## src/rtl/bubble_pkg.sv

```systemverilog
`default_nettype none
// ============================================================================
// Package  : bubble_pkg
// Brief    : Shared sizes, colour codes and state/direction types for the
//            bubble shooter grid and its joystick controller.
// Revision : 1.0 - initial release
// ============================================================================
package bubble_pkg;

    localparam int NUM_COLS = 8;
    localparam int COL_W    = 3;
    localparam int CELL_W   = 5;

    localparam logic [CELL_W-1:0] RED   = 5'd16;
    localparam logic [CELL_W-1:0] GREEN = 5'd17;
    localparam logic [CELL_W-1:0] BLUE  = 5'd18;
    localparam logic [CELL_W-1:0] DARK  = 5'd31;

    typedef enum logic [1:0] {
        IDLE     = 2'd0,
        FIRE     = 2'd1,
        COOLDOWN = 2'd2
    } fire_state_t;

    typedef enum logic [0:0] {
        NEUTRAL = 1'b0,
        HOLD    = 1'b1
    } move_state_t;

    typedef enum logic [1:0] {
        NONE  = 2'd0,
        LEFT  = 2'd1,
        RIGHT = 2'd2
    } dir_t;

endpackage
`default_nettype wire

```

## src/rtl/btn_debounce.sv

```systemverilog
`default_nettype none
// ============================================================================
// Module   : btn_debounce
// Brief    : Two-flop synchronizer plus stable-count debouncer for a raw button.
// Revision : 1.0 - initial release
// ============================================================================
module btn_debounce #(
    parameter int DEBOUNCE_CYCLES = 100000
) (
    input  logic clk,
    input  logic rst,
    input  logic btn,
    output logic db
);

    localparam int                 c_CNT_W   = $clog2(DEBOUNCE_CYCLES);
    localparam logic [c_CNT_W-1:0] c_CNT_MAX = c_CNT_W'(DEBOUNCE_CYCLES - 1);

    logic               r_s1;
    logic               r_s2;
    logic               r_db;
    logic [c_CNT_W-1:0] r_cnt;

    // The counter only advances while the synchronized level disagrees with
    // the debounced one, so any return to agreement restarts the window.
    always_ff @(posedge clk) begin
        if (rst) begin
            r_s1  <= 1'b0;
            r_s2  <= 1'b0;
            r_db  <= 1'b0;
            r_cnt <= '0;
        end else begin
            r_s1 <= btn;
            r_s2 <= r_s1;
            if (r_s2 != r_db) begin
                if (r_cnt == c_CNT_MAX) begin
                    r_db  <= r_s2;
                    r_cnt <= '0;
                end else begin
                    r_cnt <= r_cnt + 1'b1;
                end
            end else begin
                r_cnt <= '0;
            end
        end
    end

    assign db = r_db;

endmodule
`default_nettype wire

```

## src/rtl/bubble_shooter_ctrl.sv

```systemverilog
`default_nettype none
// ============================================================================
// Module   : bubble_shooter_ctrl
// Brief    : Joystick column pointer with auto-repeat and a debounced,
//            cooldown-guarded fire pulse for the bubble grid manager.
// Revision : 1.0 - initial release
// ============================================================================
module bubble_shooter_ctrl #(
    parameter int         NUM_COLS        = 8,
    parameter int         START_POS       = 3,
    parameter logic [9:0] X_LOW           = 10'd300,
    parameter logic [9:0] X_HIGH          = 10'd700,
    parameter int         DEBOUNCE_CYCLES = 100000,
    parameter int         REPEAT_CYCLES   = 25000000,
    parameter int         COOLDOWN_CYCLES = 10000000
) (
    input  logic                          clk,
    input  logic                          rst,
    input  logic                          en,
    input  logic [9:0]                    jstk_x,
    input  logic                          jstk_btn,
    output logic [bubble_pkg::COL_W-1:0]  shoot_pos,
    output logic                          fire,
    output logic                          busy
);

    import bubble_pkg::*;

    localparam int                 c_CD_W    = $clog2(COOLDOWN_CYCLES);
    localparam int                 c_REP_W   = $clog2(REPEAT_CYCLES);
    localparam logic [c_CD_W-1:0]  c_CD_MAX  = c_CD_W'(COOLDOWN_CYCLES - 1);
    localparam logic [c_REP_W-1:0] c_REP_MAX = c_REP_W'(REPEAT_CYCLES - 1);
    localparam logic [COL_W-1:0]   c_POS_MAX = COL_W'(NUM_COLS - 1);
    localparam logic [COL_W-1:0]   c_START   = COL_W'(START_POS);

    logic               w_db;
    logic               r_db_d;
    logic               w_press;
    logic [9:0]         r_x;
    dir_t               w_dir;

    fire_state_t        r_fire_state;
    fire_state_t        w_fire_next;
    logic [c_CD_W-1:0]  r_cd_cnt;
    logic [c_CD_W-1:0]  w_cd_next;

    move_state_t        r_move_state;
    move_state_t        w_move_next;
    dir_t               r_hold_dir;
    dir_t               w_hold_next;
    logic [c_REP_W-1:0] r_rep_cnt;
    logic [c_REP_W-1:0] w_rep_next;
    dir_t               w_step;
    logic               w_step_ok;

    logic [COL_W-1:0]   r_pos;
    logic [COL_W-1:0]   w_pos_next;
    logic               r_fire;
    logic               r_busy;

    btn_debounce #(
        .DEBOUNCE_CYCLES (DEBOUNCE_CYCLES)
    ) u_btn_debounce (
        .clk (clk),
        .rst (rst),
        .btn (jstk_btn),
        .db  (w_db)
    );

    assign w_press = w_db & ~r_db_d;

    always_comb begin
        w_dir = NONE;
        if (r_x < X_LOW) begin
            w_dir = LEFT;
        end else if (r_x > X_HIGH) begin
            w_dir = RIGHT;
        end
    end

    always_comb begin
        w_fire_next = r_fire_state;
        w_cd_next   = r_cd_cnt;
        case (r_fire_state)
            IDLE: begin
                if (w_press && en) begin
                    w_fire_next = FIRE;
                end
            end
            FIRE: begin
                w_fire_next = COOLDOWN;
                w_cd_next   = c_CD_MAX;
            end
            COOLDOWN: begin
                if (r_cd_cnt == '0) begin
                    w_fire_next = IDLE;
                end else begin
                    w_cd_next = r_cd_cnt - 1'b1;
                end
            end
            default: begin
                w_fire_next = IDLE;
            end
        endcase
    end

    // A press that is about to fire takes priority, so the grid sees the
    // column as it was before any step in the same cycle.
    assign w_step_ok = en && (r_fire_state == IDLE) && !w_press;

    always_comb begin
        w_move_next = r_move_state;
        w_hold_next = r_hold_dir;
        w_rep_next  = r_rep_cnt;
        w_step      = NONE;
        if (!w_step_ok || w_dir == NONE) begin
            w_move_next = NEUTRAL;
            w_hold_next = NONE;
            w_rep_next  = '0;
        end else if (r_move_state == NEUTRAL || w_dir != r_hold_dir) begin
            w_step      = w_dir;
            w_move_next = HOLD;
            w_hold_next = w_dir;
            w_rep_next  = c_REP_MAX;
        end else if (r_rep_cnt == '0) begin
            w_step     = w_dir;
            w_rep_next = c_REP_MAX;
        end else begin
            w_rep_next = r_rep_cnt - 1'b1;
        end
    end

    always_comb begin
        w_pos_next = r_pos;
        if (w_step == LEFT && r_pos != '0) begin
            w_pos_next = r_pos - 1'b1;
        end else if (w_step == RIGHT && r_pos != c_POS_MAX) begin
            w_pos_next = r_pos + 1'b1;
        end
    end

    always_ff @(posedge clk) begin
        if (rst) begin
            r_x          <= '0;
            r_db_d       <= 1'b0;
            r_fire_state <= IDLE;
            r_cd_cnt     <= '0;
            r_move_state <= NEUTRAL;
            r_hold_dir   <= NONE;
            r_rep_cnt    <= '0;
            r_pos        <= c_START;
            r_fire       <= 1'b0;
            r_busy       <= 1'b0;
        end else begin
            r_x          <= jstk_x;
            r_db_d       <= w_db;
            r_fire_state <= w_fire_next;
            r_cd_cnt     <= w_cd_next;
            r_move_state <= w_move_next;
            r_hold_dir   <= w_hold_next;
            r_rep_cnt    <= w_rep_next;
            r_pos        <= w_pos_next;
            r_fire       <= (w_fire_next == FIRE);
            r_busy       <= (w_fire_next != IDLE);
        end
    end

    assign shoot_pos = r_pos;
    assign fire      = r_fire;
    assign busy      = r_busy;

endmodule
`default_nettype wire

```

## config.mk

```make
export PLATFORM = sky130hd
export DESIGN_NAME = bubble_shooter_ctrl
export DESIGN_NICKNAME = d
export VERILOG_FILES = /design/src/rtl/bubble_pkg.sv /design/src/rtl/btn_debounce.sv /design/src/rtl/bubble_shooter_ctrl.sv
export SDC_FILE = /design/constraint.sdc
export NUM_CORES = 1
export LEC_CHECK = 0
export CORE_ASPECT_RATIO = 0.75
export CORE_UTILIZATION = 40
export CTS_CLUSTER_DIAMETER = 80
export CTS_CLUSTER_SIZE = 10
export DETAILED_ROUTE_END_ITERATION = 8
export GPL_TIMING_DRIVEN = 0
export SLEW_MARGIN = 20
export SYNTH_ARGS = -nofsm -noshare
export SYNTH_HDL_FRONTEND = slang
export SYNTH_SLANG_ARGS = --single-unit
```

## constraint.sdc

```tcl
create_clock -name clk -period 3.5 [get_ports clk]
set_input_delay 0.35 -clock clk [delete_from_list [all_inputs] [get_ports clk]]
set_output_delay 0.35 -clock clk [all_outputs]
set_load 0.02 [all_outputs]
```

* After elaboration in Yosys (flattened, before gate mapping) *
Index checks and enable logic that the tools add are counted.

storage, ports and cells
  bits in registers = 90
  output and inout port bits = 5
  bits of input ports = 14
  word-level logic and storage cells = 72

operators by class
  bitwise operators = 4
  equality and inequality tests = 10
  multiplexer cells = 14
  reductions and logical operators = 22
  $add $sub $neg = 5
  order comparisons = 2

operators with widths
  cell                     number
  $mux W25                 2
  $pmux W24 S2             1
  $logic_not A25 Y1        1
  $sub A25 B1 Y25 const B  1
  $logic_not A24 Y1        1
  $mux W24                 1
  $sub A24 B1 Y24 const B  1
  $add A17 B1 Y17 const B  1
  $eq A17 B17 Y1 const B   1
  $mux W2                  7
  $gt A10 B10 Y1 const B   1
  $lt A10 B9 Y1 const B    1
  $eq A2 B1 Y1 const B     3
  $mux W3                  2
  $pmux W2 S3              1
  $reduce_bool A2 Y1       3
  $logic_and A1 B1 Y1      5
  $eq A2 B2 Y1 const B     2
  $logic_not A2 Y1         2
  $reduce_and A2 Y1        2
  $reduce_or A4 Y1         1
  $add A3 B1 Y3 const B    1
  $ne A3 B3 Y1 const B     1
  $not A1 Y1               3
  other kinds (10)         12

* Depth between registers and ports, before layout *
  depth after elaboration = 11
  depth in mapped cells = 12
  gate-level depth less buffers = 11

* Hierarchy *
A second synthesis with hierarchy kept.

unflattened totals
  cells, all modules = 442
  area, all modules = 4037.6 sq um

modules (own cells, without submodules)
  module               area an instance (sq um)  cells each  times used  sequential area each (sq um)
  bubble_shooter_ctrl  3174.3                    350         1           1401.3
  btn_debounce         863.3                     92          1           400.4

* Worst setup path after synthesis *
No wires, ideal clock.

  path kind = register to register
  start = reg r_rep_cnt[19]
  end = reg r_pos[2], in the netlist shoot_pos[2]
  arrival time = 3252 ps
  setup slack = 128 ps
  buffers on the path = 1
  clock period less this slack = 3372 ps
  cell stages (with the launch flop) = 11
  data required time = 3379 ps
  path through = dfxtp_1 or4_4 or4_4 nor4_2 and4bb_4 buf_6 nand2b_1 fa_1 or4_1 a21oi_1 mux2_2

between the ends
  cells in the longest elaborated chain, start to end = 7
  elaborated cells between the ends (all ways) = 10

RTL lines
  what                                                  RTL line                                                text
  from (decl)                                           bubble_shooter_ctrl.sv:51                               logic [c_REP_W-1:0] r_rep_cnt;
  from (signal assigned)                                bubble_shooter_ctrl.sv:161                              r_rep_cnt <= w_rep_next;
  $logic_not A25 Y1 *                                   bubble_shooter_ctrl.sv:125                              end else if (r_rep_cnt == '0) begin
  $mux W2 *                                             bubble_shooter_ctrl.sv:125
  $mux W2 *                                             bubble_shooter_ctrl.sv:120                              end else if (r_move_state == NEUTRAL || w_dir != r_hold_dir) begin
  $mux W2 *                                             bubble_shooter_ctrl.sv:116                              if (!w_step_ok || w_dir == NONE) begin
  $eq A2 B1 Y1 / $eq A2 B2 Y1 (equally long branches)   bubble_shooter_ctrl.sv:135, bubble_shooter_ctrl.sv:137
  $logic_and A1 B1 Y1 (on tied branches)                bubble_shooter_ctrl.sv:135, bubble_shooter_ctrl.sv:137
  $mux W3 / $reduce_bool A2 Y1 (equally long branches)  --
  to (signal assigned)                                  bubble_shooter_ctrl.sv:151                              r_pos <= c_START;
  to (signal assigned)                                  bubble_shooter_ctrl.sv:162                              r_pos <= w_pos_next;
  to (decl)                                             bubble_shooter_ctrl.sv:56                               logic [COL_W-1:0] r_pos;

Every way passes the cells marked *; elsewhere a longest branch is shown, timed or not.
A chain may end at the register's enable or synchronous reset.

* Final worst setup path *
  start = reg r_rep_cnt[17]
  end = reg r_pos[2], in the netlist shoot_pos[2]

The elaborated chain is that of the path after synthesis.

==> summary.md <==
| Metric | Value |
|---|---|
| DRC | `0` |
| Setup CP Type | `flop to flop` |
| Slew @ Worst Pin | `0.641 ns` |
| Post-Synthesis Cells | `429` |
| Final hold violations | `0` |
| PnR worst setup slack | `0.162 ns` |
| Reg2Reg Setup Slack | `0.16 ns` |
| Clock skew | `0.00668 ns` |
| DR iter-0 viols | `133` |
| Fin area | `0.00469 mm^2` |
| PortBufs | `18` |
| CP arrival | `3.57 ns` |
| Synth Cell Area | `0.00397 mm^2` |
| Hold WS | `0.486 ns` |
| Global-route wire length before repair | `13,400 um` |
| CTS tree | `built` |
| Status | `complete, no violations` |
| Clock tree buffer depth | `2` |
| Area post-placement | `0.00432 mm^2` |
| CP Capture Type | `flop` |
| Pin count of the biggest net entering global routing | `15` |
| GRT Total Usage | `16.7%` |
| Full die area | `0.0103 mm^2` |
| Internal | `1730 uW` |
| Core ar. | `0.00966 mm^2` |
| Leak pwr | `0.00172 uW` |
| Placer Congestion | `0.826` |
| Final wirelength | `7850 um` |
| Yosys cell types | `58` |
| Net Sw Frac | `22.8%` |
| Initial core utilization | `41.1%` |
| FP Rows | `31` |
| Period minus WS final | `3.34 ns` |
| Die Y | `88.3 um` |
| Power share of the combinational group | `9.5%` |
| Max-cap violations | `0` |
| P_sw | `511 uW` |
| Share of the synthesized area in the top cell type | `45.3%` |
| Die Span X | `117 um` |
| Post-synthesis area per instance | `9.26 um^2` |
| RSZ-0062 raised after global routing | `false` |
| Avg Vias per Cell | `5.20` |
| CTS root buf | `clkbuf_16` |
| Avg WL per Cell | `13.1 um` |
| Post-DRT Antenna Nets | `0` |
| Crit-path max FO | `2` |
| Total Negative Setup Slacks | `0 ns` |
| # diodes | `0` |
| Worst-skew pair later-pin latency | `0.34 ns` |
| Pre-CTS setup slack | `-0.277 ns` |
| Synth async-reset ratio | `0%` |
| Worst hold path type | `flop to flop` |
| Syn Nets | `447` |
| Fmax | `0.300 GHz` |
| Leading area contributor after synthesis | `dfxtp_1` |
| Synthesis Warnings | `0` |
| PwrDens | `477 mW/mm^2` |
| Layout cells sized above 1 | `9.83%` |
| Peak supply drop | `0.000248 V` |
| H-Tree Depth | `3` |
| Number of nets in the layout | `482` |
| Number of synthesized flops with an enable pin | `0` |
| Max-slew violation count | `0` |
| Hold_buf cts | `0` |
| Initial antenna violation count | `0` |
| Endpoints failing setup | `0` |
| 1st-pass router iterations | `4` |
| Via count | `3,122` |
| I/O pins | `19` |
| Layout area overhead | `18.1%` |
| Fillers | `913` |
| Setup crit start kind | `flop` |
| Ranking of synthesized cells by area | `dfxtp_1 45%, nor2_1 5.2%, xor2_1 4.8%` |
| Vias in the first global route | `2,869` |
| Post-route clock period utilization | `95.4%` |
| Req. time, crit path | `3.73 ns` |
| TritonCTS buffer count | `9` |
| DP HPWL | `5490 um` |
| Register area share after synthesis | `45.3%` |
| Rel. slew slack | `57.2%` |
| Dominant synthesized flop cell | `dfxtp_1` |
| TritonCTS sink count | `90` |
| Clock transition at path regs | `0.06 ns` |
| Gr ovfl total | `0` |
| Clk pwr share | `42.4%` |
| Sequential share of power | `48.1%` |
| Post-synthesis register bit count | `90` |
area by class of cell:
class | count | area [um^2] | share of cell area [%]
plain buffers | 13 | 57.6 | 1.23
clock buffers | 11 | 243 | 5.17
multi-input cells | 316 | 2110 | 44.9
inverters | 9 | 33.8 | 0.720
flip-flops and latches | 90 | 1800 | 38.4
clock inverters | 4 | 51.3 | 1.09
well taps | 132 | 165 | 3.52
repair buffers | 25 | 233 | 4.96
Yosys cell counts (all sizes together), types with 2 or more instances:
cell,instances
dfxtp,90
nor2,55
a21oi,36
nor3,22
xor2,22
xnor2,21
nand3,19
nor2b,17
nand2,15
or4,11
or3,10
clkbuf,9
inv,9
nor4,7
mux2,6
nand4,6
and3,5
and4,5
buf,5
mux2i,5
nand2b,5
a211oi,4
o21ai,4
ha,3
o21a,3
o31ai,3
a2111oi,2
a21o,2
a311o,2
and4b,2
nand3b,2
nand4b,2
nor4b,2
o211ai,2
o311ai,2
or2,2
state kept, by name, indices dropped and copies added, names as in the netlist, 2 cells and up:
register,flops
u_btn_debounce.r_cnt,17
r_fire_state,2
r_cd_cnt,24
r_hold_dir,2
r_x,10
r_rep_cnt,25
shoot_pos,3
metrics by stage:
step / power, uW / utilization, % / instances
2_1_floorplan: 1230 / - / 429
4_1_cts: 2270 / 48.4 / 600
3_5_place_dp: 1290 / 44.7 / 579
3_3_place_gp: 1290 / 44.7 / 579
6_report: 2240 / 48.6 / 600
5_1_grt: 2340 / 48.6 / 600
final timing paths:
path,cells past startpoint,end,start
setup / recovery,9,shoot_pos[2],r_rep_cnt[17]
hold / removal,1,u_btn_debounce.r_s2,u_btn_debounce.r_s1
setup reg to reg,9,shoot_pos[2],r_rep_cnt[17]
hold reg to reg,1,u_btn_debounce.r_s2,u_btn_debounce.r_s1
kinds of logic (layout without fill, tap and decap cells):
kind of cell	after synthesis	after routing	share of synthesized area (%)
AND/OR/NAND/NOR	190	190	26.8
flip-flops	90	90	45.3
adder cells (fa/ha/maj)	4	4	1.45
XOR/XNOR	43	43	9.48
multiplexers	11	11	2.96
buffers and inverters	23	62	2.58
AO/OA/AOI/OAI	68	68	11.4
what timing repair did:
action / 4_1_cts / 5_1_grt
cloned: 0 / 0
buffers inserted: 7 / 0
pin swaps: 8 / 1
resized for setup: 6 / 2
setup endpoints to repair: 1 / 1
cells in the final DEF, fill, tap and decap left out, drive strengths merged, types with 3 or more instances in the layout:
cell type	netlist	layout
a211oi	4	4
xnor2	21	21
inv	9	10
nand2b	5	5
and4	5	5
dfxtp	90	90
nand4	6	6
o31ai	3	3
or4	11	11
mux2i	5	5
nor2b	17	17
nor3	22	22
xor2	22	22
nand3	19	19
mux2	6	6
a21oi	36	36
or3	10	10
nor2	55	55
ha	3	3
o21a	3	3
nor4	7	7
clkdlybuf4s50	0	18
clkbuf	9	20
o21ai	4	4
buf	5	11
nand2	15	15
and3	5	5
per-layer routing:
metal | share of wire, % | GRT usage [%] | vias to the layer above
met5 | 0 | 0 | -
met2 | 42 | 24.7 | 56
met1 | 53 | 23.4 | 1456
li1 | - | - | 1604
met4 | 0.78 | 5.52 | 0
met3 | 4.2 | 4.52 | 6
power groups by stage:
stage                     registers, uW  logic, uW  clock network [uW]
after floorplan                    1100        135                   0
after global placement             1100        190                   0
after detailed placement           1100        193                   0
after CTS                          1080        211                 978
after global routing               1080        238                1020
final                              1080        214                 949
critical path, cell delays in order (launching register included):
cell	delay, ns
dfxtp_2	0.33
or4_4	0.53
or4_4	0.46
nor4_4	0.25
and4bb_4	0.26
nand2b_4	0.14
fa_2	0.36
or4_4	0.44
a21oi_4	0.16
mux2_4	0.30
No activity file was read; power rests on OpenSTA's default activity.
